### config.mk
export PLATFORM = sky130hd
export DESIGN_NAME = des_block_packer_flat
export DESIGN_NICKNAME = d
export VERILOG_FILES = /design/src/rtl/des_block_packer_if.sv /design/src/rtl/des_block_packer.sv /design/src/flat_wrapper.sv
export SDC_FILE = /design/constraint.sdc
export NUM_CORES = 1
export LEC_CHECK = 0
export CORE_MARGIN = 4
export CORE_UTILIZATION = 39
export DETAILED_ROUTE_END_ITERATION = 8
export PLACE_DENSITY = 0.87
export SETUP_SLACK_MARGIN = 0.4
export SLEW_MARGIN = 30
export SYNTH_ARGS = -nofsm -noshare
export SYNTH_HDL_FRONTEND = slang
export SYNTH_SLANG_ARGS = --single-unit
### constraint.sdc
create_clock -name Clk -period 2 [get_ports Clk]
set_input_delay 0.3 -clock Clk [delete_from_list [all_inputs] [get_ports Clk]]
set_output_delay 0.3 -clock Clk [all_outputs]
set_load 0.02 [all_outputs]
### src/rtl/des_block_packer_if.sv
`default_nettype none
// ============================================================================
//  Module   : des_block_packer_if
//  Purpose  : Bundles the byte-stream, key, DES-core and ciphertext-output
//             signals of des_block_packer.
//  Modports :
//    master : upstream/downstream environment side. Drives key, bytes,
//             core result and Out_Ready.
//    slave  : packer side. Drives key/byte status, the core operands and
//             the ciphertext output.
//  Revision : 1.0 - initial release
// ============================================================================
interface des_block_packer_if;
  logic        Key_Load;
  logic [63:0] Key_In;
  logic        Key_Valid;
  logic [7:0]  Byte_In;
  logic        Byte_Valid;
  logic        Byte_Last;
  logic        Byte_Ready;
  logic [63:0] Blk_Data;
  logic [63:0] Blk_Key;
  logic [63:0] Enc_Data;
  logic [63:0] Out_Data;
  logic        Out_Valid;
  logic        Out_Ready;

  modport master (
    output Key_Load, Key_In, Byte_In, Byte_Valid, Byte_Last, Enc_Data, Out_Ready,
    input  Key_Valid, Byte_Ready, Blk_Data, Blk_Key, Out_Data, Out_Valid
  );

  modport slave (
    input  Key_Load, Key_In, Byte_In, Byte_Valid, Byte_Last, Enc_Data, Out_Ready,
    output Key_Valid, Byte_Ready, Blk_Data, Blk_Key, Out_Data, Out_Valid
  );
endinterface
`default_nettype wire

### src/rtl/des_block_packer.sv
`default_nettype none
// ============================================================================
//  Module   : des_block_packer
//  Purpose  : Packs plaintext bytes into 64-bit DES blocks (big-endian),
//             applies PKCS#5 padding at end of message, holds block and key
//             on a combinational DES core for SETTLE_CYCLES, then registers
//             the core result and offers it over a valid/ready handshake.
//  Ports    :
//    Clk     : rising-edge clock
//    Reset_n : asynchronous active-low reset
//    bus     : des_block_packer_if.slave (key load, byte stream, core
//              Data/Key/Encrypt_Data, ciphertext output handshake)
//  Params   :
//    SETTLE_CYCLES : 1..15, cycles the core operands are held before the
//                    result is sampled
//    PAD_EN        : 1 = PKCS#5 padding, 0 = zero-fill with no extra block
//  Revision : 1.0 - initial release
// ============================================================================
module des_block_packer #(
  parameter int SETTLE_CYCLES = 2,
  parameter int PAD_EN        = 1
) (
  input  wire logic         Clk,
  input  wire logic         Reset_n,
  des_block_packer_if.slave bus
);

  typedef enum logic [1:0] {
    ST_FILL   = 2'd0,
    ST_PAD    = 2'd1,
    ST_SETTLE = 2'd2,
    ST_OUT    = 2'd3
  } state_t;

  localparam logic [3:0]  SETTLE_INIT = 4'(SETTLE_CYCLES - 1);
  localparam logic [63:0] PAD_BLOCK   = {8{8'h08}};

  state_t      state;
  logic [2:0]  cnt;
  logic        pad_pending;
  logic        in_msg;       // bytes accepted since the last Byte_Last
  logic [3:0]  settle_cnt;
  logic [63:0] blk_data;
  logic [63:0] blk_key;
  logic        key_valid;
  logic [63:0] out_data;
  logic        out_valid;
  logic        byte_ready;

  logic        byte_accept;
  logic        key_load_ok;
  logic [7:0]  pad_val;

  // byte_ready is a register that always equals (state == FILL) && key_valid
  assign byte_accept = bus.Byte_Valid && byte_ready;
  assign key_load_ok = bus.Key_Load && (state == ST_FILL) && (cnt == 3'd0) && !in_msg;

  // In PAD, cnt already holds n (bytes including the last one): P = 8 - n
  assign pad_val = (PAD_EN != 0) ? {4'h0, 4'd8 - {1'b0, cnt}} : 8'h00;

  always_ff @(posedge Clk or negedge Reset_n) begin
    if (!Reset_n) begin
      state       <= ST_FILL;
      cnt         <= 3'd0;
      pad_pending <= 1'b0;
      in_msg      <= 1'b0;
      settle_cnt  <= 4'd0;
      blk_data    <= 64'd0;
      blk_key     <= 64'd0;
      key_valid   <= 1'b0;
      out_data    <= 64'd0;
      out_valid   <= 1'b0;
      byte_ready  <= 1'b0;
    end else begin
      case (state)
        ST_FILL: begin
          // A key load and a byte in the same cycle both take effect, so
          // the new key applies to the block being started.
          if (key_load_ok) begin
            blk_key    <= bus.Key_In;
            key_valid  <= 1'b1;
            byte_ready <= 1'b1;
          end
          if (byte_accept) begin
            for (int i = 0; i < 8; i++) begin
              if (cnt == 3'(i)) blk_data[8*(7-i) +: 8] <= bus.Byte_In;
            end
            cnt    <= cnt + 3'd1;
            in_msg <= !bus.Byte_Last;
            if (cnt == 3'd7) begin
              // A final byte that fills the block still owes a full pad block
              state       <= ST_SETTLE;
              settle_cnt  <= SETTLE_INIT;
              pad_pending <= bus.Byte_Last && (PAD_EN != 0);
              byte_ready  <= 1'b0;
            end else if (bus.Byte_Last) begin
              state      <= ST_PAD;
              byte_ready <= 1'b0;
            end
          end
        end

        ST_PAD: begin
          for (int i = 0; i < 8; i++) begin
            if (4'(i) >= {1'b0, cnt}) blk_data[8*(7-i) +: 8] <= pad_val;
          end
          state      <= ST_SETTLE;
          settle_cnt <= SETTLE_INIT;
        end

        ST_SETTLE: begin
          if (settle_cnt == 4'd0) begin
            out_data  <= bus.Enc_Data;
            out_valid <= 1'b1;
            state     <= ST_OUT;
          end else begin
            settle_cnt <= settle_cnt - 4'd1;
          end
        end

        ST_OUT: begin
          if (bus.Out_Ready) begin
            out_valid <= 1'b0;
            cnt       <= 3'd0;
            if (pad_pending) begin
              pad_pending <= 1'b0;
              blk_data    <= PAD_BLOCK;
              state       <= ST_SETTLE;
              settle_cnt  <= SETTLE_INIT;
            end else begin
              state      <= ST_FILL;
              byte_ready <= key_valid;
            end
          end
        end

        default: begin
          state <= ST_FILL;
        end
      endcase
    end
  end

  assign bus.Key_Valid  = key_valid;
  assign bus.Byte_Ready = byte_ready;
  assign bus.Blk_Data   = blk_data;
  assign bus.Blk_Key    = blk_key;
  assign bus.Out_Data   = out_data;
  assign bus.Out_Valid  = out_valid;

endmodule
`default_nettype wire

### src/flat_wrapper.sv
// flat-port wrapper written by rule: the top's interface ports become plain ports
module des_block_packer_flat 
#(
  parameter int SETTLE_CYCLES = 2,
  parameter int PAD_EN        = 1
)
  (Clk, Reset_n, bus_Key_Load, bus_Key_In, bus_Byte_In, bus_Byte_Valid, bus_Byte_Last, bus_Enc_Data, bus_Out_Ready, bus_Key_Valid, bus_Byte_Ready, bus_Blk_Data, bus_Blk_Key, bus_Out_Data, bus_Out_Valid);
  des_block_packer_if bus_i ();
  input  wire logic Clk;
  input  wire logic Reset_n;
  input wire logic [$bits(bus_i.Key_Load)-1:0] bus_Key_Load;
  input wire logic [$bits(bus_i.Key_In)-1:0] bus_Key_In;
  input wire logic [$bits(bus_i.Byte_In)-1:0] bus_Byte_In;
  input wire logic [$bits(bus_i.Byte_Valid)-1:0] bus_Byte_Valid;
  input wire logic [$bits(bus_i.Byte_Last)-1:0] bus_Byte_Last;
  input wire logic [$bits(bus_i.Enc_Data)-1:0] bus_Enc_Data;
  input wire logic [$bits(bus_i.Out_Ready)-1:0] bus_Out_Ready;
  output wire logic [$bits(bus_i.Key_Valid)-1:0] bus_Key_Valid;
  output wire logic [$bits(bus_i.Byte_Ready)-1:0] bus_Byte_Ready;
  output wire logic [$bits(bus_i.Blk_Data)-1:0] bus_Blk_Data;
  output wire logic [$bits(bus_i.Blk_Key)-1:0] bus_Blk_Key;
  output wire logic [$bits(bus_i.Out_Data)-1:0] bus_Out_Data;
  output wire logic [$bits(bus_i.Out_Valid)-1:0] bus_Out_Valid;
  assign bus_i.Key_Load = bus_Key_Load;
  assign bus_i.Key_In = bus_Key_In;
  assign bus_i.Byte_In = bus_Byte_In;
  assign bus_i.Byte_Valid = bus_Byte_Valid;
  assign bus_i.Byte_Last = bus_Byte_Last;
  assign bus_i.Enc_Data = bus_Enc_Data;
  assign bus_i.Out_Ready = bus_Out_Ready;
  assign bus_Key_Valid = bus_i.Key_Valid;
  assign bus_Byte_Ready = bus_i.Byte_Ready;
  assign bus_Blk_Data = bus_i.Blk_Data;
  assign bus_Blk_Key = bus_i.Blk_Key;
  assign bus_Out_Data = bus_i.Out_Data;
  assign bus_Out_Valid = bus_i.Out_Valid;
  des_block_packer #(.SETTLE_CYCLES(SETTLE_CYCLES), .PAD_EN(PAD_EN)) u_core (.Clk(Clk), .Reset_n(Reset_n), .bus(bus_i));
endmodule
==> reports/results.txt, run 1 <==
Reg clk slew, reported paths - 0.06 ns
most frequent cells after synthesis - dfrtp_1, mux2_2, mux2_4
Vias/cell - 4.980
clock sinks - 206
First DRT Iteration DRCs - 295
top cell type's share of synthesized area - 0.6225
Multi-input gate area - 0.003606 mm²
crit path buf inv count - 4
dpl hpwl - 18.15 mm
biggest area consumer among synthesized cells - dfrtp_1
antenna viol nets, final - 0
Async S/R FF share, synth - 1.000
FF+latch count, synth - 206
CP cell instances - inv_4 > ha_4 > ha_4 > and4b_4 > buf_6 > buf_12 > buf_16 > mux2_4
die height - 153.7 µm
hold crit path type - input port to async pin
top_reg_cell synth - dfrtp_1
total power - 24.09 mW
RR Startpoint - u_core.cnt[1]
CTS tree - yes
IO buf count - 336
Die ar. - 0.02363 mm²
Place WS - -0.1103 ns
GPL Wtd Cong - 0.8553
gr usage total - 0.2178
GRT overflow - 0
number of remaining DRC errors - 0
Post-Syn Area per Cell - 15.42 µm²
number of global-route vias before repair - 6,844
maximum vdd drop - 1.083 mV
slew margin rel. - 0.5949
Tcrit/Tclk final - 0.9351
synth top area cells - dfrtp_1, mux2_2, mux2_4
switching power - 9.048 mW
type of origin of the critical path - register
cell mode on critical path - ha_4
Internal - 15.04 mW
Seq pwr share - 0.311
first-pass GRT wire length - 40.95 mm
status - complete, no violations
Starting Density - 0.3952
Worst Reg-to-Reg Cells - 8
Max stage delay on crit path - 0.43 ns
delay-heaviest family, CP - buffers and inverters
syn nets - 686
Pre-Repair DR Iteration Count - 5
die width - 153.7 µm
Fmax - 0.5347 GHz
Final WS setup - 0.1297 ns
share of layout cells above drive strength 1 - 0.3665
Vias - 6,230
data arrival time of the critical path - 2.26 ns
Max-cap violations - 0
largest net degree at the start of global routing - 58
Rows - 53
minimum clock period after layout - 1.870 ns
number of synthesis warnings - 0
clock latency on the worst-skew pair - 0.51 ns
synthesis-to-finish area growth - 70.86%
CTS Root Cell - clkbuf_16
Clock power frac - 0.175
Cell variety after synth - 43
Final #Nets - 1,107
initial antenna violation count - 0
Worst Skew - 0.02487 ns
Num CTS Buffers - 23
count leader, synth - dfrtp_1
unrepaired setup endpoints after global routing - yes
Worst-Margin Slew - 0.6064 ns
leakage - 6.741 nW
crit end category - register
worst setup path class - register to register
reg2reg setup slack - 0.13 ns
Comb pwr share - 0.514
EDFF count, synth - 0
FF/Latch Area - 0.005159 mm²
htree depth - 1
crit path max fanout - 6
IO Pins - 337
synthesized instance count - 537
worst r2r dst - u_core.bus.Blk_Key[28]
Worst EP required - 2.39 ns
slowest cell on the critical path - dfrtp_1
finished layout cell area - 0.01415 mm²
FILL cells - 1,412
fin. max-slew vios - 0
wire per inst - 22.32 µm
Area after DPL - 0.01248 mm²
Hold Violations, Final - 0
final setup violation count - 0
register area share after synthesis - 0.6225
Net Sw Frac - 0.3757
power per cell area - 1702 mW/mm²
Mapped Area - 0.008282 mm²
final wirelength - 27.92 mm
Max Buffers Root-to-Sink - 3
Core Region - 0.02096 mm²
==> through the flow <==
stage	hold slack [ns]	std cells	util	TNS [ns]
4_1_cts	0.3558	1229	0.6539	0
3_3_place_gp	0.3182	1158	0.5955	-1.264
2_1_floorplan	0.004409	537	-	0
6_report	0.3486	1251	0.6752	0
5_1_grt	0.3848	1249	0.6750	0
3_5_place_dp	0.3122	1158	0.5955	-2.810
==> flip-flops by register name, indices dropped and copies added (netlist names), 2 cells and up <==
signal and count:
u_core.bus.Blk_Key 64, u_core.cnt 3, u_core.bus.Out_Data 64, u_core.bus.Blk_Data 64, u_core.settle_cnt 4, u_core.state 2
==> placed cells by master, fill, tap and decap left out, types with 4 or more instances in the layout <==
master / count
dfrtp_1: 203
dlygate4sd2_1: 192
clkdlybuf4s50_1: 140
mux2_4: 126
mux2_2: 59
buf_4: 34
clkbuf_16: 30
buf_12: 18
buf_6: 16
nor2_1: 11
nand2_1: 10
a22o_1: 8
o21ai_0: 7
nand3_1: 6
ha_4: 6
nor2b_1: 5
clkbuf_1: 5
clkbuf_8: 5
clkinv_2: 4
buf_16: 4
==> power by group through the flow <==
stage	sequential (mW)	clock (mW)	combinational (mW)
final	7.49	4.22	12.4
after global routing	7.75	4.48	13.0
after CTS	7.42	4.29	11.8
after detailed placement	7.51	0	12.0
after global placement	7.40	0	11.7
after floorplan	9.81	0	3.95
==> routing by layer <==
layer / GRT usage / routed length [µm] / vias up
met5: 0 / 0 / -
met4: 0.05383 / 698 / 0
met3: 0.06614 / 2262 / 51
met2: 0.3814 / 14260 / 279
met1: 0.2641 / 10700 / 3136
li1: - / - / 2764
==> logic make-up (layout without fill, tap and decap cells) <==
kind of cell	after synthesis	after routing	synth area share
AO/OA/AOI/OAI	42	42	0.03641
XOR/XNOR	1	1	0.001058
adder cells (fa/ha/maj)	7	7	0.01058
buffers and inverters	33	469	0.02297
flip-flops	206	206	0.6225
multiplexers	186	186	0.2650
other	0	2	0
AND/OR/NAND/NOR	62	63	0.04155
==> area by class of cell <==
class,instances,area share
Antenna cell,2,0.0003537
Clock buffer,32,0.04589
Clock inverter,9,0.007339
Inverter,8,0.002476
Multi-Input combinational cell,299,0.2548
Sequential cell,206,0.3646
Tap cell,275,0.02432
Timing Repair Buffer,420,0.3002
==> how the worst max path moves through the flow <==
stage	from	to	cells past startpoint
after global placement	bus_Byte_Valid	u_core.bus.Blk_Data[40]	6
final	u_core.cnt[1]	u_core.bus.Blk_Key[28]	8
after global routing	u_core.cnt[1]	u_core.bus.Blk_Key[28]	8
after CTS	u_core.cnt[1]	u_core.bus.Blk_Key[34]	8
after detailed placement	bus_Byte_Valid	u_core.bus.Blk_Data[41]	6
after floorplan	u_core.cnt[1]	u_core.bus.Blk_Key[27]	8
==> repair_timing <==
| action | CTS | global route |
|---|---|---|
| setup endpoints to repair | 390 | 203 |
| hold buffers | 1 | 0 |
| hold endpoints to repair | 52 | 0 |
| buffers inserted | 24 | 11 |
| resized for setup | 287 | 47 |
| pin swaps | 14 | 9 |
| cloned | 5 | 9 |
Power figures use the tool's default switching activity.
==> inputs of run 2 (changes only) <==
--- a/config.mk
+++ b/config.mk
@@ -6,9 +6,10 @@
 export NUM_CORES = 1
 export LEC_CHECK = 0
 export CORE_MARGIN = 4
-export CORE_UTILIZATION = 39
+export CORE_UTILIZATION = 45
 export DETAILED_ROUTE_END_ITERATION = 8
-export PLACE_DENSITY = 0.87
+export DONT_BUFFER_PORTS = 1
+export PLACE_DENSITY = 0.72
 export SETUP_SLACK_MARGIN = 0.4
 export SLEW_MARGIN = 30
 export SYNTH_ARGS = -nofsm -noshare
==> run 2 against run 1 <==
The run now ends with hold timing left. Core utilization fell by 0.19 points. Global-route usage rose by 1.3 points. Final area fell by 14%. Die area fell by 13%. Via count fell by 12%. First-iteration DRC count fell by 26%. Critical path depth fell by 1. Setup slack got worse by 0.042 ns. Combinational power fell by 46%. Power fell by 11%. Sequential power rose by 42%. Highest routed layer unchanged.
==> reports/results.txt, run 2 (synthesis gave the netlist of run 1 again) <==
status - finished with violations
violated checks - hold timing
Num CTS Buffers - 22
Starting Density - 0.4595
reg2reg setup slack - 0.09 ns
most common cell after layout, fill and taps aside - dfrtp_1
FILL cells - 1,190
Core Region - 0.01802 mm²
Rows - 49
Tcrit/Tclk final - 0.9559
htree depth - 1
gr usage total - 0.2310
Non-Filler Instances - 989
Reg clk slew, reported paths - 0.06 ns
maximum vdd drop - 1.290 mV
first-pass GRT wire length - 36.91 mm
synthesis-to-finish area growth - 46.55%
number of global-route vias before repair - 6,070
Net Sw Frac - 0.3980
unrepaired setup endpoints after global routing - yes
switching power - 8.519 mW
Max Buffers Root-to-Sink - 3
Pre-Repair DR Iteration Count - 6
clock latency on the worst-skew pair - 0.50 ns
Hold Violations, Final - 206
leakage - 5.553 nW
most frequent cells in the layout - dfrtp_1, dlygate4sd3_1, mux2_4, mux2_2
initial antenna violation count - 0
minimum clock period after layout - 1.912 ns
dpl hpwl - 14.78 mm
Fmax - 0.5231 GHz
IO Pins - 337
Comb pwr share - 0.315
final wirelength - 26.25 mm
Final #Nets - 895
accumulated negative setup slack - 0 ns
Multi-input gate area - 0.003525 mm²
Worst-Margin Slew - 0.5946 ns
fin. max-slew vios - 0
number of remaining DRC errors - 0
GRT overflow - 0
crit path max fanout - 9
slew margin rel. - 0.6028
worst setup path class - register to register
Die ar. - 0.02064 mm²
Vias/cell - 5.572
Seq pwr share - 0.497
antenna diode count - 0
Worst Skew - 0.01830 ns
Cells after DPL - 761
hold crit path type - input port to async pin
clock sinks - 206
CTS tree - yes
Clock power frac - 0.188
CTS Root Cell - clkbuf_16
power per cell area - 1764 mW/mm²
data arrival time of the critical path - 2.28 ns
Vias - 5,511
largest net degree at the start of global routing - 207
crit end category - register
die width - 143.7 µm
antenna viol nets, final - 0
FF/Latch Area - 0.005160 mm²
Worst EP required - 2.37 ns
type of origin of the critical path - register
Internal - 12.88 mW
IO buf count - 0
First DRT Iteration DRCs - 219
die height - 143.7 µm
Max-cap violations - 0
share of layout cells above drive strength 1 - 0.4553
wire per inst - 26.55 µm
GPL Wtd Cong - 0.8573
final setup violation count - 0
hold_ws - -0.4945 ns
## run 2: changes by cell type in the layout (fill, tap and decap cells not counted), sizes merged, moves of 5 or more
cell,change
clkdlybuf4s50,-140
buf,-7
dlygate4sd3,+135
dlygate4sd2,-192
clkbuf,-5
## run 2: final timing paths
check / cells past startpoint / from / endpoint
max: 7 / u_core.cnt[0] / u_core.bus.Blk_Key[50]
min: 0 / Reset_n / u_core.bus.Out_Data[44]
max reg2reg: 7 / u_core.cnt[0] / u_core.bus.Blk_Key[50]
min reg2reg: 2 / u_core.in_msg / u_core.in_msg
max in group asynchronous: 0 / Reset_n / u_core.bus.Out_Data[31]
min in group Clk: 2 / bus_Byte_Last / u_core.pad_pending
## run 2: routing by layer
metal / share of wire / global-route usage / up-vias
li1: - / - / 2334
met1: 0.34 / 0.2565 / 2816
met2: 0.53 / 0.4132 / 308
met3: 0.099 / 0.07887 / 53
met4: 0.027 / 0.08127 / 0
met5: 0 / 0 / -
## run 2: worst max-delay path, stage by stage, from the launching register on
cell	delay (ns)
dfrtp_1	0.42
inv_2	0.11
ha_4	0.16
ha_4	0.14
and4b_4	0.27
buf_12	0.18
clkbuf_16	0.18
mux2_4	0.31
## run 2: through the flow
step                utilization  hold slack, ns  setup WS [ns]  total power [mW]  cell area, µm²
global route             0.6733         -0.5134        0.03030             22.32           12140
detailed placement       0.4919        0.008885        0.05912             15.25            8866
finish                   0.6733         -0.4945        0.08820             21.40           12140
floorplan                     -        0.004409         0.2104             13.76            8577
global placement         0.4919        0.008911         0.1337             14.95            8866
CTS                      0.6464         -0.5196         0.1404             20.49           11650
## run 2: power groups by stage
stage	Combinational, mW	Sequential, mW	Clock (mW)
after floorplan	3.95	9.81	0
after global placement	4.43	10.5	0
after detailed placement	4.66	10.6	0
after CTS	5.87	10.6	4.07
after global routing	7.15	10.9	4.29
final	6.74	10.6	4.01
## run 2: area by class of cell
class	instances	share of cell area
Tap cell	229	0.02361
Clock inverter	5	0.004124
Clock buffer	33	0.05464
Timing Repair Buffer	209	0.1992
Sequential cell	206	0.4252
Multi-Input combinational cell	299	0.2904
Inverter	8	0.002887
## run 2: repair_timing
action	4_1_cts	5_1_grt
resized for setup	68	50
setup buffers	26	12
gates cloned	9	7
endpoints found under the hold margin	341	207
hold buffers	135	1
setup endpoints to repair	199	200
pin swaps	12	12
